### src/rtl/minv_req_collect.sv
// Host-side initiator for the modular-inverse engine: loads a 256-bit
// operand word-serially, starts the engine and gathers its result stream.
module minv_req_collect #(
    parameter int WORD_W  = 32,
    parameter int NWORDS  = 8,
    parameter int TIMEOUT = 65535
) (
    input  logic                       clk,
    input  logic                       rst_n,
    input  logic                       req_valid,
    output logic                       req_ready,
    input  logic [WORD_W*NWORDS-1:0]   req_a,
    output logic                       ld_we,
    output logic [$clog2(NWORDS)-1:0]  ld_idx,
    output logic [WORD_W-1:0]          ld_data,
    output logic                       minv_en,
    input  logic                       minv_has_done,
    input  logic                       minv_out_valid,
    input  logic [WORD_W-1:0]          minv_out_data,
    output logic                       minv_out_ready,
    output logic                       rsp_valid,
    input  logic                       rsp_ready,
    output logic [WORD_W*NWORDS-1:0]   rsp_data,
    output logic                       rsp_err
);

    localparam int CW = $clog2(NWORDS);
    localparam logic [CW-1:0] LAST = CW'(NWORDS - 1);
    localparam logic [15:0] TMO_LAST = 16'(TIMEOUT - 1);

    typedef enum logic [2:0] {
        IDLE    = 3'd0,
        LOAD    = 3'd1,
        START   = 3'd2,
        WAIT    = 3'd3,
        COLLECT = 3'd4,
        RESP    = 3'd5
    } state_t;

    state_t                      state_q;
    state_t                      state_d;
    logic [CW-1:0]               cnt_q;
    logic [15:0]                 tmo_q;
    logic [WORD_W*NWORDS-1:0]    a_q;
    logic [WORD_W*NWORDS-1:0]    rsp_data_q;
    logic                        rsp_err_q;
    logic                        run_q;
    logic                        tmo_hit;
    logic                        accept;

    // tmo_q counts WAIT cycles already spent, so a hit closes the last one
    assign tmo_hit = (TIMEOUT != 0) && (tmo_q == TMO_LAST);
    assign accept  = req_valid && req_ready;

    always_ff @(posedge clk or negedge rst_n) begin
        if (!rst_n) begin
            state_q <= IDLE;
        end else begin
            state_q <= state_d;
        end
    end

    always_comb begin
        state_d = state_q;
        unique case (state_q)
            IDLE: begin
                if (accept) state_d = LOAD;
            end
            LOAD: begin
                if (cnt_q == LAST) state_d = START;
            end
            START: begin
                state_d = WAIT;
            end
            WAIT: begin
                if (minv_out_valid) state_d = COLLECT;
                else if (tmo_hit)   state_d = RESP;
            end
            COLLECT: begin
                if (!minv_out_valid || cnt_q == LAST) state_d = RESP;
            end
            RESP: begin
                if (rsp_ready) state_d = IDLE;
            end
            default: state_d = IDLE;
        endcase
    end

    always_comb begin
        req_ready      = 1'b0;
        ld_we          = 1'b0;
        ld_idx         = '0;
        ld_data        = '0;
        minv_en        = 1'b0;
        minv_out_ready = 1'b0;
        rsp_valid      = 1'b0;
        unique case (1'b1)
            state_q == IDLE: begin
                req_ready = run_q & minv_has_done;
            end
            state_q == LOAD: begin
                ld_we   = 1'b1;
                ld_idx  = cnt_q;
                ld_data = a_q[int'(cnt_q)*WORD_W +: WORD_W];
            end
            state_q == START: begin
                minv_en = 1'b1;
            end
            state_q == WAIT: begin
                minv_out_ready = 1'b1;
            end
            state_q == RESP: begin
                rsp_valid = 1'b1;
            end
            default: ;
        endcase
    end

    // run_q keeps req_ready low until the first clocked cycle after reset
    always_ff @(posedge clk or negedge rst_n) begin
        if (!rst_n) begin
            run_q      <= 1'b0;
            cnt_q      <= '0;
            tmo_q      <= '0;
            a_q        <= '0;
            rsp_data_q <= '0;
            rsp_err_q  <= 1'b0;
        end else begin
            run_q <= 1'b1;
            unique case (state_q)
                IDLE: begin
                    if (accept) begin
                        a_q   <= req_a;
                        cnt_q <= '0;
                    end
                end
                LOAD: begin
                    cnt_q <= (cnt_q == LAST) ? '0 : cnt_q + CW'(1);
                end
                START: begin
                    tmo_q <= '0;
                end
                WAIT: begin
                    if (tmo_q != 16'hFFFF) tmo_q <= tmo_q + 16'd1;
                    if (minv_out_valid) begin
                        rsp_data_q[WORD_W-1:0] <= minv_out_data;
                        rsp_err_q              <= 1'b0;
                        cnt_q                  <= CW'(1);
                    end else if (tmo_hit) begin
                        rsp_data_q <= '0;
                        rsp_err_q  <= 1'b1;
                    end
                end
                COLLECT: begin
                    if (minv_out_valid) begin
                        rsp_data_q[int'(cnt_q)*WORD_W +: WORD_W] <= minv_out_data;
                        cnt_q <= (cnt_q == LAST) ? '0 : cnt_q + CW'(1);
                    end else begin
                        rsp_data_q <= '0;
                        rsp_err_q  <= 1'b1;
                        cnt_q      <= '0;
                    end
                end
                RESP: begin
                    if (rsp_ready) begin
                        rsp_err_q  <= 1'b0;
                        rsp_data_q <= '0;
                    end
                end
                default: ;
            endcase
        end
    end

    assign rsp_data = rsp_data_q;
    assign rsp_err  = rsp_err_q;

endmodule
### config.mk
export PLATFORM = sky130hd
export DESIGN_NAME = minv_req_collect
export DESIGN_NICKNAME = d
export VERILOG_FILES = /design/src/rtl/minv_req_collect.sv
export SDC_FILE = /design/constraint.sdc
export NUM_CORES = 1
export LEC_CHECK = 0
export BUFFER_PORTS_ARGS = -buffer_cell sky130_fd_sc_hd__buf_4
export CAP_MARGIN = 20
export CORE_ASPECT_RATIO = 1.5
export CORE_MARGIN = 2
export CORE_UTILIZATION = 30
export DETAILED_ROUTE_END_ITERATION = 10
export PLACE_DENSITY = 0.47
export RECOVER_POWER = 50
export SLEW_MARGIN = 20
export SYNTH_ARGS = -nofsm -noshare
export SYNTH_HDL_FRONTEND = slang
export SYNTH_SLANG_ARGS = --single-unit
### constraint.sdc
create_clock -name clk -period 7.5 [get_ports clk]
set_input_delay 1.5 -clock clk [delete_from_list [all_inputs] [get_ports clk]]
set_output_delay 1.5 -clock clk [all_outputs]
set_load 0.05 [all_outputs]
==> impl_metrics.env <==
export IMPL_critPathTopFamily="buffers and inverters"
export IMPL_ys_flop_type="dfrtp_1"
export IMPL_synth_net_count=2385
export IMPL_p_leak_nw=13.4
export IMPL_ir_drop_mv=0.201
export IMPL_netlist_top_cells_count="dfrtp_1 (536), a21oi_1 (261), mux2_2 (256), o21ai_0 (212), nand4_1 (188)"
export IMPL_totalWireLength_um=101000
export IMPL_postLayoutCoreUtil=0.383
export IMPL_antenna_found_initial=18
export IMPL_syn2layout_area_growth_pct=27.0
export IMPL_finalCritPeriodShare=0.705
export IMPL_die_w_um=237
export IMPL_worstPathCellList="buf_8, clkbuf_2"
export IMPL_power_density_mw_per_mm2=381
export IMPL_avgRoutedWirePerCell_um=27.9
export IMPL_status="finished, violations left"
export IMPL_h_tree_depth=2
export IMPL_multi_input_area_mm2=0.00983
export IMPL_die_y_um=353
export IMPL_ctsHoldBuffers=0
export IMPL_max_cap_viol_count=4
export IMPL_finalMaxSlewViolations=364
export IMPL_cts_sinks=536
export IMPL_cts_inserted_buffers=58
export IMPL_clk_latency_ns=0.65
export IMPL_tightest_slew_ns=4.00
export IMPL_n_fill_cell=8009
export IMPL_finalWorstPathRequiredPeriod_ns=5.29
export IMPL_hold_end="rsp_data[8]"
export IMPL_synth_most_common_cell="dfrtp_1"
export IMPL_slowest_stage="clkbuf_2"
export IMPL_synth_cell_types=54
export IMPL_synth_area_leader_cell="dfrtp_1"
export IMPL_setup_viol=0
export IMPL_hpwlAfterDp_um=71500
export IMPL_drt_initial_drc_count=1508
export IMPL_start_kind="primary input"
export IMPL_ant_nets=0
export IMPL_reg2reg_to="a_q[119]"
export IMPL_grt_pass1_wl_um=145000
export IMPL_min_from="rsp_data[8]"
export IMPL_rr_startpoint="state_q[0]"
export IMPL_critical_path_required_ns=7.32
export IMPL_hp_class="register to register"
export IMPL_crit_start="rst_n"
export IMPL_grt_overflow=0
export IMPL_stdcell_count=3622
export IMPL_finClkSkew_ns=0.0273
export IMPL_ys_seq_area_frac=0.551
export IMPL_min_path_cells=1
export IMPL_setup_tns_final_ns=0
export IMPL_grt_max_degree=225
export IMPL_globalplace_congestion=0.835
export IMPL_hold_viol=0
export IMPL_synth_edf_count=0
export IMPL_placementRows=128
export IMPL_ioPinCount=591
export IMPL_yosysWarnings=0
export IMPL_synth_area_top_cells="dfrtp_1 (55%), mux2_2 (12%), mux4_2 (5.9%)"
export IMPL_cts_resized=0
export IMPL_max_slew_margin=-1.67
export IMPL_max_stage_delay_ns=2.78
export IMPL_crit_buf_inv=2
export IMPL_grt_pass1_vias=20566
export IMPL_ff_latch_area_mm2=0.0134
export IMPL_fmax_mhz=189
export IMPL_cts_tree="yes"
export IMPL_syn_area_mm2=0.0244
export IMPL_yosys_register_bits=536
export IMPL_initial_core_util=0.301
export IMPL_synth_top_area_frac=0.551
export IMPL_vias_per_cell=5.41
export IMPL_layout_drive_gt1_share=0.374
export IMPL_dpl_cell_count=3509
export IMPL_dieArea_mm2=0.0835
export IMPL_syn_inst=2082
export IMPL_drtPass1Iterations=7
export IMPL_cts_root_buf="clkbuf_16"
export IMPL_drc=0
export IMPL_cts_max_path_buffers=3
export IMPL_synth_avg_cell_area_um2=11.7
export IMPL_r2r_cells=4
export IMPL_synth_async_reset_ratio=1.00
export IMPL_arrival_ns=5.11
export IMPL_fin_nets=2832
export IMPL_crit_type="primary input to async pin"
export IMPL_violations="capacitance limit, slew limit"
export IMPL_post_cts_buffers=0
export IMPL_crit_fanout=152
export IMPL_r2r_setup_slack_ns=3.35
export IMPL_core_area_mm2=0.0809
export IMPL_track_usage=0.237
export IMPL_clk_pin_slew_ns=0.06
export IMPL_grt_setup_unrepaired="false"
export IMPL_vias=19603
export IMPL_io_buffers=590
export IMPL_end_kind="async pin"
[cells in the final DEF, fill, tap and decap left out, drive strengths merged, types with 3 or more instances in the layout]
cell type    n
clkbuf     173
o21ai      236
nand2b       5
buf        527
mux2       256
mux4        64
nor2b        4
dfrtp      536
a21oi      261
nor4b        4
nand4      190
xor2         3
diode        6
o211ai       3
and2         3
nor2        29
ha           9
and3         6
inv         13
nand4b       6
or3          5
o31ai        5
xnor2        8
a22o        35
nand2       78
nand3       52
nor3         9
nor3b        4
nor4         5
bufinv       5
clkinv      21
[report_power, final]
group | internal, W | switching, W | total [W]
combinational | 0.00168 | 0.00248 | 0.00416
sequential | 0.00381 | 0.000815 | 0.00463
clock | 0.00171 | 0.00128 | 0.00299
total | 0.00721 | 0.00458 | 0.0118
[flip-flops by register name, indices dropped and copies added, names as in the netlist]
register and flops:
tmo_q 16, cnt_q 3, state_q 3, a_q 256, rsp_data 256, rsp_err 1
run_q 1
[kinds of logic (layout without fill, tap and decap cells)]
logic type / count (synthesis) / in the layout / synth area share
other: 1 / 7 / 0.000154
AOI/OAI and AO/OA: 551 / 551 / 0.121
xor gates and xnor gates: 11 / 11 / 0.00396
DFF: 536 / 536 / 0.551
and+or+nand+nor: 406 / 406 / 0.0934
adders and majority gates: 9 / 9 / 0.00462
muxes: 321 / 321 / 0.178
buffers and inverters: 247 / 741 / 0.0479
[metrics by stage]
step	total power, W	instance area [um2]	hold slack, ns	setup WS (ns)
2_1_floorplan	0.00724	24400	0.475	3.67
3_3_place_gp	0.00894	29400	0.484	3.02
3_5_place_dp	0.00902	29400	0.491	3.05
4_1_cts	0.0121	31300	0.505	2.33
5_1_grt	0.0123	30900	0.512	1.26
6_report	0.0118	30900	0.502	2.21
[routing by layer]
| metal | wire length [um] | vias to the layer above | global-route usage | share of wire |
|---|---|---|---|---|
| met5 | 176 | - | 0 | 0.0017 |
| met4 | 5790 | 26 | 0.121 | 0.057 |
| met3 | 10100 | 213 | 0.0935 | 0.10 |
| met2 | 50400 | 899 | 0.411 | 0.50 |
| met1 | 34600 | 9855 | 0.248 | 0.34 |
| li1 | - | 8610 | - | - |
[worst reg2reg max path, delay by kind of cell (launching register included)]
kind / cells / cell delay (ns)
flops: 1 / 0.59
buf+inv: 2 / 2.13
mux: 1 / 0.94
simple gates: 1 / 0.34
[worst max-delay path by stage]
stage	end	slack [ns]	cells after the start
finish	a_q[140]	2.21	2
floorplan	ld_data[15]	3.67	6
global route	a_q[181]	1.26	2
detailed placement	ld_data[24]	3.05	5
global placement	ld_data[24]	3.02	5
CTS	ld_data[24]	2.33	5
[area by class of cell]
cell class,count,area share
well taps,1040,0.0420
flip-flops and latches,536,0.434
inverters,12,0.00146
repair buffers,622,0.141
multi-input cells,1299,0.318
clock inverters,29,0.0104
clock buffers,78,0.0529
diodes,6,0.000485
Power figures use the tool's default switching activity.
